File: src/rtl/ttt_pkg.sv
// ttt_pkg: shared definitions for the tic-tac-toe move sequencer.
//   state_t      - sequencer FSM states
//   WIN_*        - encoding of the winner output
//   FULL_BOARD   - occupancy value of a completely filled board
//   LINE_MASK    - the eight winning lines, indexed in win_line bit order:
//                  rows 876, 543, 210; cols 852, 741, 630; diag 840; diag 246
//   square_bit() - one-hot square select from a 4-bit position (0 for 9..15)
package ttt_pkg;

    typedef enum logic [1:0] {
        PLAY_A = 2'd0,
        PLAY_B = 2'd1,
        CHECK  = 2'd2,
        DONE   = 2'd3
    } state_t;

    localparam logic [1:0] WIN_NONE = 2'b00;
    localparam logic [1:0] WIN_A    = 2'b01;
    localparam logic [1:0] WIN_B    = 2'b10;
    localparam logic [1:0] WIN_DRAW = 2'b11;

    localparam logic [8:0] FULL_BOARD = 9'h1FF;

    localparam logic [8:0] LINE_MASK [0:7] = '{
        9'h1C0,  // row 8 7 6
        9'h038,  // row 5 4 3
        9'h007,  // row 2 1 0
        9'h124,  // col 8 5 2
        9'h092,  // col 7 4 1
        9'h049,  // col 6 3 0
        9'h111,  // diag 8 4 0
        9'h054   // diag 2 4 6
    };

    // Positions above 8 shift the single bit out of the 9-bit result,
    // so an out-of-range position selects no square.
    function automatic logic [8:0] square_bit(input logic [3:0] pos);
        logic [8:0] sel;
        sel = 9'd1 << pos;
        return sel;
    endfunction

endpackage

File: src/rtl/ttt_line_eval.sv
// ttt_line_eval: combinational win-line evaluator for one player's vector.
// A line is reported when all three of its squares are held; extra pieces
// elsewhere on the board do not matter.
//   vec  in  9 : squares held by one player (bit = square index 8..0)
//   line out 8 : bit i set when LINE_MASK[i] is fully covered by vec
module ttt_line_eval
    import ttt_pkg::*;
(
    input  logic [8:0] vec,
    output logic [7:0] line
);

    always_comb begin
        line = '0;
        for (int unsigned i = 0; i < 8; i++) begin
            line[i] = ((vec & LINE_MASK[i]) == LINE_MASK[i]);
        end
    end

endmodule

File: src/rtl/ttt_move_sequencer.sv
// ttt_move_sequencer: accepts alternating player moves over a valid/ready
// handshake, maintains the A/B occupancy vectors, checks each move for a
// win or draw and reports the final result.
//
// Build option: define INTERNAL_DETECT_EN to detect lines internally with
// ttt_line_eval on the mover's vector; otherwise the external win_line
// input (driven by a detector watching ain/bin) is used as-is.
//
// Ports:
//   clk        in  1 : rising-edge clock
//   rst_n      in  1 : asynchronous active-low reset
//   new_game   in  1 : synchronous clear of board and result, A to move
//   move_valid in  1 : a move is offered on move_pos
//   move_pos   in  4 : square index 0..8 (9..15 illegal)
//   move_ready out 1 : a move can be accepted this cycle
//   win_line   in  8 : one-hot line code from the external detector
//   ain        out 9 : squares held by player A
//   bin        out 9 : squares held by player B
//   turn_b     out 1 : 0 = A to move / last mover A, 1 = B
//   illegal    out 1 : one-cycle pulse after a rejected move
//   game_over  out 1 : high while the game is finished
//   winner     out 2 : 00 none, 01 A, 10 B, 11 draw
//   final_line out 8 : line code captured at the win, 0 for a draw
module ttt_move_sequencer
    import ttt_pkg::*;
(
    input  logic       clk,
    input  logic       rst_n,
    input  logic       new_game,
    input  logic       move_valid,
    input  logic [3:0] move_pos,
    output logic       move_ready,
    input  logic [7:0] win_line,
    output logic [8:0] ain,
    output logic [8:0] bin,
    output logic       turn_b,
    output logic       illegal,
    output logic       game_over,
    output logic [1:0] winner,
    output logic [7:0] final_line
);

    state_t     state;
    logic [8:0] occupied;
    logic [8:0] pos_bit;
    logic       legal;
    logic [7:0] line_hit;

    always_comb begin
        occupied = ain | bin;
        pos_bit  = square_bit(move_pos);
        legal    = (move_pos <= 4'd8) && ((occupied & pos_bit) == '0);
    end

`ifdef INTERNAL_DETECT_EN
    logic [8:0] mover_vec;
    logic [7:0] internal_line;
    logic       unused_win_line;

    always_comb begin
        mover_vec       = turn_b ? bin : ain;
        line_hit        = internal_line;
        unused_win_line = ^win_line;
    end

    ttt_line_eval u_line_eval (
        .vec  (mover_vec),
        .line (internal_line)
    );
`else
    always_comb begin
        line_hit = win_line;
    end
`endif

    always_comb begin
        move_ready = (state == PLAY_A) || (state == PLAY_B);
        game_over  = (state == DONE);
    end

    always_ff @(posedge clk or negedge rst_n) begin
        if (!rst_n) begin
            state      <= PLAY_A;
            ain        <= '0;
            bin        <= '0;
            turn_b     <= 1'b0;
            illegal    <= 1'b0;
            winner     <= WIN_NONE;
            final_line <= '0;
        end else begin
            illegal <= 1'b0;
            if (new_game) begin
                state      <= PLAY_A;
                ain        <= '0;
                bin        <= '0;
                turn_b     <= 1'b0;
                winner     <= WIN_NONE;
                final_line <= '0;
            end else begin
                case (state)
                    PLAY_A, PLAY_B: begin
                        if (move_valid) begin
                            if (legal) begin
                                if (state == PLAY_B) begin
                                    bin <= bin | pos_bit;
                                end else begin
                                    ain <= ain | pos_bit;
                                end
                                turn_b <= (state == PLAY_B);
                                state  <= CHECK;
                            end else begin
                                illegal <= 1'b1;
                            end
                        end
                    end
                    CHECK: begin
                        // A win takes precedence over a full board, so a
                        // winning ninth move reports the winner.
                        if (line_hit != '0) begin
                            winner     <= turn_b ? WIN_B : WIN_A;
                            final_line <= line_hit;
                            state      <= DONE;
                        end else if (occupied == FULL_BOARD) begin
                            winner <= WIN_DRAW;
                            state  <= DONE;
                        end else begin
                            turn_b <= ~turn_b;
                            state  <= turn_b ? PLAY_A : PLAY_B;
                        end
                    end
                    DONE: begin
                        state <= DONE;
                    end
                    default: begin
                        state <= PLAY_A;
                    end
                endcase
            end
        end
    end

endmodule

File: config.mk
export PLATFORM = sky130hd
export DESIGN_NAME = ttt_move_sequencer
export DESIGN_NICKNAME = d
export VERILOG_FILES = /design/src/rtl/ttt_pkg.sv /design/src/rtl/ttt_line_eval.sv /design/src/rtl/ttt_move_sequencer.sv
export SDC_FILE = /design/constraint.sdc
export NUM_CORES = 1
export LEC_CHECK = 0
export CAP_MARGIN = 20
export CELL_PAD_IN_SITES_DETAIL_PLACEMENT = 0
export CELL_PAD_IN_SITES_GLOBAL_PLACEMENT = 1
export CORE_MARGIN = 2
export CORE_UTILIZATION = 25
export DETAILED_ROUTE_END_ITERATION = 12
export MAX_ROUTING_LAYER = met4
export PLACE_DENSITY_LB_ADDON = 0.2
export SYNTH_ARGS = -nofsm -noshare
export SYNTH_HDL_FRONTEND = slang
export SYNTH_HIERARCHICAL = 1
export SYNTH_SLANG_ARGS = --single-unit
export TNS_END_PERCENT = 100
File: constraint.sdc
create_clock -name clk -period 1.7 [get_ports clk]
set_clock_uncertainty 0.05 [all_clocks]
set_input_delay 0.34 -clock clk [delete_from_list [all_inputs] [get_ports clk]]
set_output_delay 0.34 -clock clk [all_outputs]
set_load 0.05 [all_outputs]
==> flow_summary_export.csv <==
group,metric,value,unit
status,status,"complete, but fails checks",
status,violations,"setup timing",
place,gp_congestion,0.7584,
worst_setup_path,cp.buffers_inverters,2,
synthesis,synth_compound_area_share,21.95,%
worst_setup_path,cp_max_fo,5,
global_routing,grt_util_all_layers,16.01,%
global_routing,overflow,0,
global_routing,grt_pass1_wl,8.859,mm
worst_setup_path,rrSetupSlack,-0.18,ns
clock_network,clock_tree.buffer_depth,2,
worst_setup_path,path_delay_family,"simple AND/OR/NAND/NOR gates",
floorplanning,die_area,7278,um2
synthesis,yosysMostFrequentCell,"nor2_1",
pwr,p_leak,1.318,nW
final_layout,fill_cells,575,
sta,fin_setup_tns,-2.196,ns
pwr,p_clk_share,33.7,%
synthesis,synthArstFlopShare,100.0,%
sta,finalHoldViolCount,0,
pwr,p_seq_share,43.3,%
clock_network,cts_buffers,5,
worst_setup_path,worst_path_max_delay_cell,"dfrtp_2",
synthesis,synth_top_family_by_area,"simple AND/OR/NAND/NOR gates",
synthesis,ys_types,41,
pwr,power_density,613.5,nW/um2
clock_network,clkSlewWorstSetupHoldPaths,0.07,ns
min_path,hp-class,"input port to async pin",
clock_network,cts_root_buffer,"clkbuf_8",
route,drt-initial-drc-count,78,
synthesis,synth_top_area_share,48.45,%
route,vias,1722,
floorplanning,core_area,6386,um2
sta,finalCriticalPeriod,1.876,ns
worst_setup_path,cp_data_required_time,1.82,ns
sta,rsz0062_at_grt,"yes",
place,io_buffers,47,
synthesis,synth_xor_area_share,0,%
pwr,swShare,30.11,%
route,wirelength,5.413,mm
worst_setup_path,cp.depth,7,
synthesis,syn-cell-area,1653,um2
global_routing,grt_max_degree,33,
final_layout,drive_gt1_share,62.55,%
clock_network,clock_sinks,32,
sta,setup_slack,-0.1757,ns
pwr,p_comb_share,23.0,%
floorplanning,rows,29,
synthesis,synth_flop_cell,"dfrtp_1",
synthesis,yosys.area_share.adder,0,%
global_routing,antenna_found_initial,0,
final_layout,fin_cells,344,
worst_setup_path,start_kind,"flip-flop",
clock_network,cts_tree,"built",
worst_setup_path,max_stage_delay,0.40,ns
route,wl_per_cell,15.74,um
sta,worst_pin_slew,0.2894,ns
pwr,p_int,1.292,mW
synthesis,synth-simple-area-share,23.39,%
final_layout,layout.nets,282,
synthesis,synth_common_cells,"nor2_1 (33), dfrtp_1 (32), a41oi_1 (18), a22oi_1 (8), clkbuf_1 (6)",
synthesis,syn_area_per_cell,10.33,um2
pwr,p_switching,0.5568,mW
final_layout,area_growth,82.36,%
synthesis,synth.area.top_cells,"dfrtp_1 (48%), a41oi_1 (9.5%), nor2_1 (7.5%), a22oi_1 (3.6%), buf_6 (2.7%)",
final_layout,antenna_cells,0,
sta,drv_slew,0,
floorplanning,ios,48,
worst_setup_path,reg2reg_depth,7,
synthesis,syn-instance-count,160,
floorplanning,die_w,85.31,um
synthesis,synth_edf_count,0,
run,maxCapViolCount,0,
floorplanning,initial_utilization,25.88,%
clock_network,insertion_delay,0.28,ns
synthesis,ys_ff_latch,32,
sta,setup-violations-final,21,
worst_setup_path,path_class,"flip-flop to flip-flop",
worst_setup_path,crit_chain,"or2_4 -> a22o_4 -> nor4b_4 -> buf_6 -> buf_6 -> a31oi_2 -> o21ba_1",
sta,relSlewSlack,80.67,%
clock_network,hold_buffers,0,
route,drt-vias-per-instance,5.006,
synthesis,yosysTopAreaCell,"dfrtp_1",
synthesis,ys_warn_count,6,
place,pre_cts_slack,-0.7628,ns
worst_setup_path,cp_common_cell,"buf_6",
place,dp_cells,326,
route,drc,0,
pwr,ir_drop,430.3,uV
route,ant_nets,0,
synthesis,seq_area_frac_synth,48.45,%
synthesis,synthMuxAreaShare,0.6813,%
sta,fmax,533.1,MHz
clock_network,htreeDepth,2,
worst_setup_path,crit_path_end_kind,"flip-flop",
worst_setup_path,worstPathArrival,2.00,ns
place,dp_hpwl,3.870,mm
synthesis,synth_nets,176,
floorplanning,die_h,85.31,um
global_routing,first_global_vias,1708,
route,dr.pass1.iters,4,
sta,final.period_utilization,110.3,%
registers in the layout, summed over array words and instances (netlist names):
signal,flops
ain,9
bin,9
final_line,8
state,2
winner,2
illegal,1
turn_b,1
metal layers:
metal | up-vias | global-route usage (%) | routed length [um]
li1 | 823 | - | -
met3 | 4 | 3.599 | 240
met4 | 0 | 3.030 | 30
met5 | - | - | 0
met1 | 847 | 20.16 | 2436
met2 | 48 | 26.56 | 2706
power groups by stage:
stage / combinational, mW / clock [mW] / sequential (mW)
2_1_floorplan: 0.143 / 0 / 0.878
3_3_place_gp: 0.385 / 0 / 0.814
3_5_place_dp: 0.391 / 0 / 0.815
4_1_cts: 0.416 / 0.654 / 0.801
5_1_grt: 0.455 / 0.696 / 0.804
6_report: 0.425 / 0.623 / 0.801
path summary, 6_finish.rpt:
path,from,to
worst max-delay path,bin[0],state[0]
worst min-delay path,rst_n,ain[7]
worst max register to register,bin[0],state[0]
worst min register to register,state[1],state[1]
max in group asynchronous,rst_n,bin[5]
min in group clk,win_line[0],final_line[0]
kinds of logic (layout without fill, tap and decap cells):
family / count (synthesis) / count (layout)
multiplexers: 1 / 1
AND/OR/NAND/NOR: 65 / 65
flip-flops: 32 / 32
AO/OA/AOI/OAI: 47 / 47
buffers and inverters: 15 / 122
timing repair:
| action | in CTS | in global routing |
|---|---|---|
| setup buffers | 5 | 2 |
| setup endpoints to repair | 24 | 25 |
| endpoints found under the hold margin | 0 | 0 |
| resized for setup | 29 | 17 |
| pin swaps | 30 | 14 |
| gates cloned | 3 | 0 |
per-stage QoR:
step	util [%]	cell area [um2]	hold WS, ns	power [mW]
finish	47.20	3014	0.3787	1.849
CTS	46.26	2954	0.3824	1.871
global placement	42.71	2728	0.4655	1.199
floorplan	-	1778	-0.005591	1.021
detailed placement	42.71	2728	0.4759	1.206
global route	47.20	3014	0.3825	1.955
layout by cell type, fill, tap and decap left out, types with 5 or more instances in the layout:
cell	instances
nor3_1	5
buf_6	8
dfrtp_2	19
nor2_1	31
buf_4	76
clkdlybuf4s50_1	8
a22oi_1	8
a41oi_2	16
buf_12	11
dfrtp_1	13
clkbuf_8	6
area by class of cell:
cell class	instances	area (um2)	share of cell area, %
timing repair buffer	111	1012	33.58
clock buffer	6	82.58	2.740
inverter	3	11.26	0.3736
clock inverter	2	15.01	0.4981
multi-input combinational	113	972.2	32.25
sequential	32	824.5	27.36
tap	77	96.34	3.196
No activity file was read; power rests on OpenSTA's default activity.
